==> config.mk <==
export PLATFORM = sky130hd
export DESIGN_NAME = rom_image_loader
export DESIGN_NICKNAME = d
export VERILOG_FILES = /design/src/rtl/rom_image_loader.sv
export SDC_FILE = /design/constraint.sdc
export NUM_CORES = 1
export LEC_CHECK = 0
export ABC_AREA = 1
export CORE_ASPECT_RATIO = 1.1
export CORE_MARGIN = 1
export CORE_UTILIZATION = 38
export DETAILED_ROUTE_END_ITERATION = 7
export GPL_TIMING_DRIVEN = 0
export MAX_ROUTING_LAYER = met4
export PLACE_DENSITY = 0.72
export SLEW_MARGIN = 20
export SYNTH_ARGS = -nofsm -noshare
export SYNTH_HDL_FRONTEND = slang
export SYNTH_SLANG_ARGS = --single-unit
==> constraint.sdc <==
create_clock -name clock -period 5.7 [get_ports clock]
set_clock_uncertainty 0.2 [all_clocks]
set_input_delay 0.855 -clock clock [delete_from_list [all_inputs] [get_ports clock]]
set_output_delay 0.855 -clock clock [all_outputs]
set_load 0.01 [all_outputs]
==> src/rtl/rom_image_loader.sv <==
// rom_image_loader: copies the HPS ioctl byte stream into a ROM image
// through a ready/valid write port and holds the CPU until it is loaded.
module rom_image_loader #(
    parameter int         widthad_a     = 14,
    parameter int         width_a       = 8,
    parameter logic [7:0] INDEX         = 8'd0,
    parameter int         RELEASE_DELAY = 16
) (
    input  logic                 clock,
    input  logic                 reset_n,
    input  logic                 ioctl_download,
    input  logic [7:0]           ioctl_index,
    input  logic                 ioctl_wr,
    input  logic [24:0]          ioctl_addr,
    input  logic [7:0]           ioctl_dout,
    output logic                 ioctl_wait,
    output logic                 mem_we,
    input  logic                 mem_ready,
    output logic [widthad_a-1:0] mem_address,
    output logic [width_a-1:0]   mem_data,
    output logic                 cpu_hold,
    output logic                 loaded,
    output logic                 overflow,
    output logic [widthad_a:0]   byte_count,
    output logic [15:0]          checksum
);

    localparam int DW = (RELEASE_DELAY > 1) ? $clog2(RELEASE_DELAY) : 1;
    localparam logic [widthad_a:0] CAP = {1'b1, {widthad_a{1'b0}}};
    localparam logic [DW-1:0] DLY_LOAD = DW'(RELEASE_DELAY - 1);

    typedef enum logic [1:0] {
        S_IDLE,
        S_LOAD,
        S_WRITE,
        S_FINISH
    } state_t;

    state_t                 r_state;
    logic [DW-1:0]          r_delay;
    logic                   r_ioctl_wait;
    logic                   r_mem_we;
    logic [widthad_a-1:0]   r_mem_address;
    logic [width_a-1:0]     r_mem_data;
    logic                   r_cpu_hold;
    logic                   r_loaded;
    logic                   r_overflow;
    logic [widthad_a:0]     r_byte_count;
    logic [15:0]            r_checksum;

    logic                   w_accept;
    logic                   w_in_range;
    logic [widthad_a:0]     w_count_inc;
    logic [15:0]            w_sum_inc;

    assign w_accept    = ioctl_download && (ioctl_index == INDEX);
    assign w_in_range  = (ioctl_addr[24:widthad_a] == '0);
    assign w_count_inc = (r_byte_count == CAP) ? r_byte_count
                       : r_byte_count + (widthad_a + 1)'(1);
    assign w_sum_inc   = r_checksum + 16'(r_mem_data);

    // Download sequencer: byte intake, write handshake and CPU release timing
    always_ff @(posedge clock or negedge reset_n) begin
        if (!reset_n) begin
            r_state       <= S_IDLE;
            r_delay       <= '0;
            r_ioctl_wait  <= 1'b0;
            r_mem_we      <= 1'b0;
            r_mem_address <= '0;
            r_mem_data    <= '0;
            r_cpu_hold    <= 1'b0;
            r_loaded      <= 1'b0;
            r_overflow    <= 1'b0;
            r_byte_count  <= '0;
            r_checksum    <= '0;
        end else begin
            unique case (r_state)
                S_IDLE: begin
                    if (w_accept) begin
                        r_state      <= S_LOAD;
                        r_cpu_hold   <= 1'b1;
                        r_loaded     <= 1'b0;
                        r_overflow   <= 1'b0;
                        r_byte_count <= '0;
                        r_checksum   <= '0;
                    end
                end
                S_LOAD: begin
                    if (ioctl_wr) begin
                        if (w_in_range) begin
                            r_mem_address <= ioctl_addr[widthad_a-1:0];
                            r_mem_data    <= width_a'(ioctl_dout);
                            r_mem_we      <= 1'b1;
                            r_ioctl_wait  <= 1'b1;
                            r_state       <= S_WRITE;
                        end else begin
                            r_overflow <= 1'b1;
                        end
                    end else if (!ioctl_download) begin
                        r_delay <= DLY_LOAD;
                        r_state <= S_FINISH;
                    end
                end
                S_WRITE: begin
                    if (mem_ready) begin
                        r_mem_we     <= 1'b0;
                        r_ioctl_wait <= 1'b0;
                        r_byte_count <= w_count_inc;
                        r_checksum   <= w_sum_inc;
                        if (ioctl_download) begin
                            r_state <= S_LOAD;
                        end else begin
                            r_delay <= DLY_LOAD;
                            r_state <= S_FINISH;
                        end
                    end
                end
                S_FINISH: begin
                    if (w_accept) begin
                        r_state      <= S_LOAD;
                        r_overflow   <= 1'b0;
                        r_byte_count <= '0;
                        r_checksum   <= '0;
                    end else if (r_delay == '0) begin
                        r_cpu_hold <= 1'b0;
                        r_loaded   <= 1'b1;
                        r_state    <= S_IDLE;
                    end else begin
                        r_delay <= r_delay - DW'(1);
                    end
                end
                default: r_state <= S_IDLE;
            endcase
        end
    end

    assign ioctl_wait  = r_ioctl_wait;
    assign mem_we      = r_mem_we;
    assign mem_address = r_mem_address;
    assign mem_data    = r_mem_data;
    assign cpu_hold    = r_cpu_hold;
    assign loaded      = r_loaded;
    assign overflow    = r_overflow;
    assign byte_count  = r_byte_count;
    assign checksum    = r_checksum;

endmodule

## Yosys cells after proc, flatten, opt, wreduce, memory -nomap -nowiden

Index checks and enable logic that the tools add are counted.

| storage, ports and cells | value |
|---|---|
| flip-flop bits (word level) | 63 |
| latch bits | 0 |
| RAM bits | 0 |
| ROM bits | 0 |
| memories | 0 |

| operators by class | value |
|---|---|
| add/sub/neg operators | 3 |
| $mul | 0 |
| div/mod/pow operators | 0 |
| magnitude comparators | 0 |
| equal/unequal tests | 18 |
| shifts and indexed selects | 0 |
| muxes and demuxes | 37 |
| bitwise logic cells | 0 |
| reductions and logical operators | 19 |

Operators by type and width:

| operator | number |
|---|---|
| $mux W15 | 3 |
| $mux W16 | 2 |
| $pmux W16 S2 | 1 |
| $pmux W15 S2 | 1 |
| $mux W4 | 5 |
| $ne A2 B2 Y1 const B | 10 |
| $add A16 B8 Y16 | 1 |
| $mux W2 | 8 |
| $reduce_and A4 Y1 | 4 |
| $add A15 B1 Y15 const B | 1 |
| $eq A15 B15 Y1 const B | 1 |
| $pmux W4 S3 | 1 |
| $logic_not A11 Y1 | 1 |
| $mux W1 | 11 |
| $reduce_and A5 Y1 | 2 |
| $ne A3 B3 Y1 const B | 3 |
| $logic_not A8 Y1 | 1 |
| $pmux W1 S2 | 4 |
| $pmux W2 S4 | 1 |
| $reduce_bool A2 Y1 | 4 |
| $reduce_and A3 Y1 | 2 |
| $eq A2 B2 Y1 const B | 2 |
| $logic_not A4 Y1 | 1 |
| $sub A4 B1 Y4 const B | 1 |
| other kinds (6) | 6 |

## Logic depth before layout (Yosys ltp)

| logic depth | value |
|---|---|
| depth in word-level cells | 4 |
| mapped depth | 11 |
| mapped depth without buffers | 11 |

## Worst setup path after synthesis

No wires, ideal clock.

| timing | value |
|---|---|
| kind | input to register |
| start point | input port ioctl_index[7] |
| end point | register r_checksum[5], in the netlist checksum[5] |
| data arrival time | 1.793 ns |
| required time | 5.370 ns |
| slack | 3.577 ns |
| cell stages on the path | 9 |
| buffers on the path | 1 |
| path through | nor2_1 nand3_1 o21bai_2 nand2_4 nor2_8 inv_6 buf_6 nand2_1 o21ai_0 |

| between the ends | value |
|---|---|
| longest elaborated chain between the ends | 4 |

RTL lines:

| element | RTL line | RTL |
|---|---|---|
| start, declared | 12 | `input logic [7:0] ioctl_index,` |
| $logic_not A8 Y1 | 56 | `assign w_accept = ioctl_download && (ioctl_index == INDEX);` |
| $logic_and A1 B1 Y1 | 56 |  |
| $ne A2 B1 Y1 (no line) | n/a |  |
| $reduce_and A3 Y1 (no line) | n/a |  |
| end signal, assigned | 109 | `r_checksum <= w_sum_inc;` |
| end, declared | 49 | `logic [15:0] r_checksum;` |

No other way between the ends.
A chain may end at the register's enable or synchronous reset.

## Worst setup path after layout

| timing | value |
|---|---|
| start point | register r_byte_count[9], in the netlist byte_count[9] |
| end point | output port byte_count[9] |

RTL lines:

| element | RTL line | RTL |
|---|---|---|
| start, declared | 48 | `logic [widthad_a:0] r_byte_count;` |
| start signal, assigned | 108 | `r_byte_count <= w_count_inc;` |
| end, declared | 24 | `output logic [widthad_a:0] byte_count,` |

No word-level cell between the ends.

==> results.yml <==
timing:
  fin_tns_setup_ns: 0
  maxSlewViolCount: 0
  fmax_ghz: 0.406
  whs_ns: 0.211
  min_period_ns: 2.46
  rsz0062_at_grt: "no"
  finalHoldViolations: 0
  tightest_slew_ns: 0.455
  finalSetupViolCount: 0
  fin_crit_sh_pct: 43.2
  maxSlewHeadroom_pct: 69.7
power_and_ir_drop:
  p_per_area_nw_per_um2: 333
  leakagePower_nw: 2.51
  peakVddDrop_mv: 0.187
routing:
  wl_per_cell_um: 13.5
  routed_wl_mm: 9.91
  avgViaCountPerCell: 4.93
  drt-initial-drc-count: 129
  dr_total_vias: 3615
  ant_nets: 0
  drt_first_pass_iters: 4
  drc: 0
critical_path:
  crit_type: "reg -> out"
  worstPathCellList: "clkdlybuf4s50_1"
  reg2reg_from: "r_state[0]"
  reg2reg_to: "byte_count[9]"
  worst-path-stages: 1
  slowest_stage: "clkdlybuf4s50_1"
  end_kind: "output port"
  cp.buffers_inverters: 1
  critical_path.max_stage_delay_ns: 0.58
  rrSetupSlack_ns: 3.41
  cp_top_family: "buffers and inverters"
  crit_path_max_fanout: 6
  ff2ff_path_depth: 11
  critPathRequiredTime_ns: 4.64
  crit_arrival_ns: 1.41
  start_kind: "flop"
final_layout:
  finish.utilization_pct: 53.3
  syn_to_final_growth_pct: 35.5
  drive_above_1_share_pct: 11.6
  layout_common_cells: "nand2_1, clkdlybuf4s50_1, dfrtp_1, inv_1, nand3_1"
  layout_commonest_cell: "nand2_1"
  diodes: 0
  final_nets: 671
logic_synthesis:
  synthCells: 494
  syn-num-nets: 556
  synth_cell_types: 34
  async_reset_ff_share_pct: 100
  synth_area_um2: 3910
  synth-seq-cells: 63
  ys.flop_type: "dfrtp_1"
  syn_avg_cell_area_um2: 7.92
  yosysSeqAreaShare_pct: 40.3
  synth-edff-count: 0
  ys_warn_count: 0
outcome:
  status: "finished, final reports clean"
global_route:
  grt_max_degree: 37
  use_met1_pct: 23.8
  grt_use_met3_pct: 4.07
  grt_pass1_wl_mm: 17.0
  busiest_layer: "met2"
  grt_overflow_total: 0
  grt_pass1_vias: 3639
  antenna_found_initial: 0
  use_met2_pct: 35.7
  grt_usage_pct: 20.8
clocking:
  numCtsBuffers: 9
  cts_sinks: 63
  htree_levels: 3
  clk_latency_ns: 0.36
  cts_resized: 0
  cts_buffer_depth: 2
  clk_pin_slew_worst_paths_ns: 0.07
  hold_buffers: 0
  cts_root_buffer: "clkbuf_8"
  cts.repair_timing.setup_buffer_count: 0
  cts_tree: "built"
placement:
  dp_hpwl_mm: 7.71
  gp_congestion: 0.951
  portBuffers: 103
die:
  die_area_um2: 10700
  io_pins: 104
  floorplan.initialDensity_pct: 39.4
  core_area_um2: 9940
  rows: 38
  die_h_um: 108
  dieWidth_um: 98.8
hold_path:
  min_path_type: "in -> async"
run:
  cap_violations: 0
==> synthesized netlist by cell type, types with 5 or more instances <==
cell type | instances | share of area (%)
o21ai_0 | 27 | 3.5
xnor2_1 | 5 | 1.1
o21ai_2 | 11 | 2.5
mux2_2 | 22 | 6.3
nor2_1 | 46 | 4.4
nor3_1 | 11 | 1.4
nand2_1 | 129 | 12
xor2_1 | 12 | 2.7
nand4_1 | 12 | 1.9
ha_1 | 15 | 4.8
nand3_1 | 48 | 6.1
inv_1 | 58 | 5.6
dfrtp_1 | 63 | 40
==> per-layer routing <==
metal	part of all wire, %	vias up
met2	50	84
met4	2.0	0
met1	45	1688
met5	0	-
li1	-	1826
met3	3.7	17
==> kinds of logic after synthesis <==
kind of cell	synth area share [%]
and+or+nand+nor	29.0
AOI/OAI and AO/OA	7.26
buffers and inverters	8.02
xor gates and xnor gates	3.80
DFF	40.3
muxes	6.33
adders and majority gates	5.31
==> state kept, by name, indices dropped and copies added, names as in the netlist <==
register,cells
r_state,2
mem_address,14
r_delay,4
mem_we,1
overflow,1
checksum,16
loaded,1
mem_data,8
byte_count,15
cpu_hold,1
==> report_power, final <==
part           switching [W]  internal (W)  total, W
clock network       0.000203      0.000176  0.000379
registers          0.0000699      0.000513  0.000583
logic               0.000488      0.000316  0.000804
total               0.000761       0.00100   0.00177
==> cell type report <==
cell class	count	area [um2]
multi-input combinational	359	2020
tap	120	150
timing repair buffer	104	1050
inverter	62	238
clock buffer	10	138
sequential	63	1580
fill	926	4640
buffer	10	76.3
clock inverter	6	51.3
==> stage by stage <==
stage	setup slack (ns)	power (W)	std cells	instance area, um2
finish	3.24	0.00177	734	5300
global route	3.07	0.00191	734	5300
CTS	3.22	0.00179	734	5300
detailed placement	2.91	0.00140	718	5110
global placement	1.41	0.00138	717	5090
floorplan	3.58	0.00111	494	3910
==> worst max path at each step <==
stage,start,slack (ns),to
6_report,byte_count[9],3.24,byte_count[9]
5_1_grt,ioctl_download,3.07,checksum[5]
4_1_cts,checksum[10],3.22,checksum[10]
3_5_place_dp,ioctl_download,2.91,checksum[6]
3_3_place_gp,reset_n,1.41,r_delay[1]
2_1_floorplan,ioctl_index[7],3.58,checksum[5]
Power figures use the tool's default switching activity.
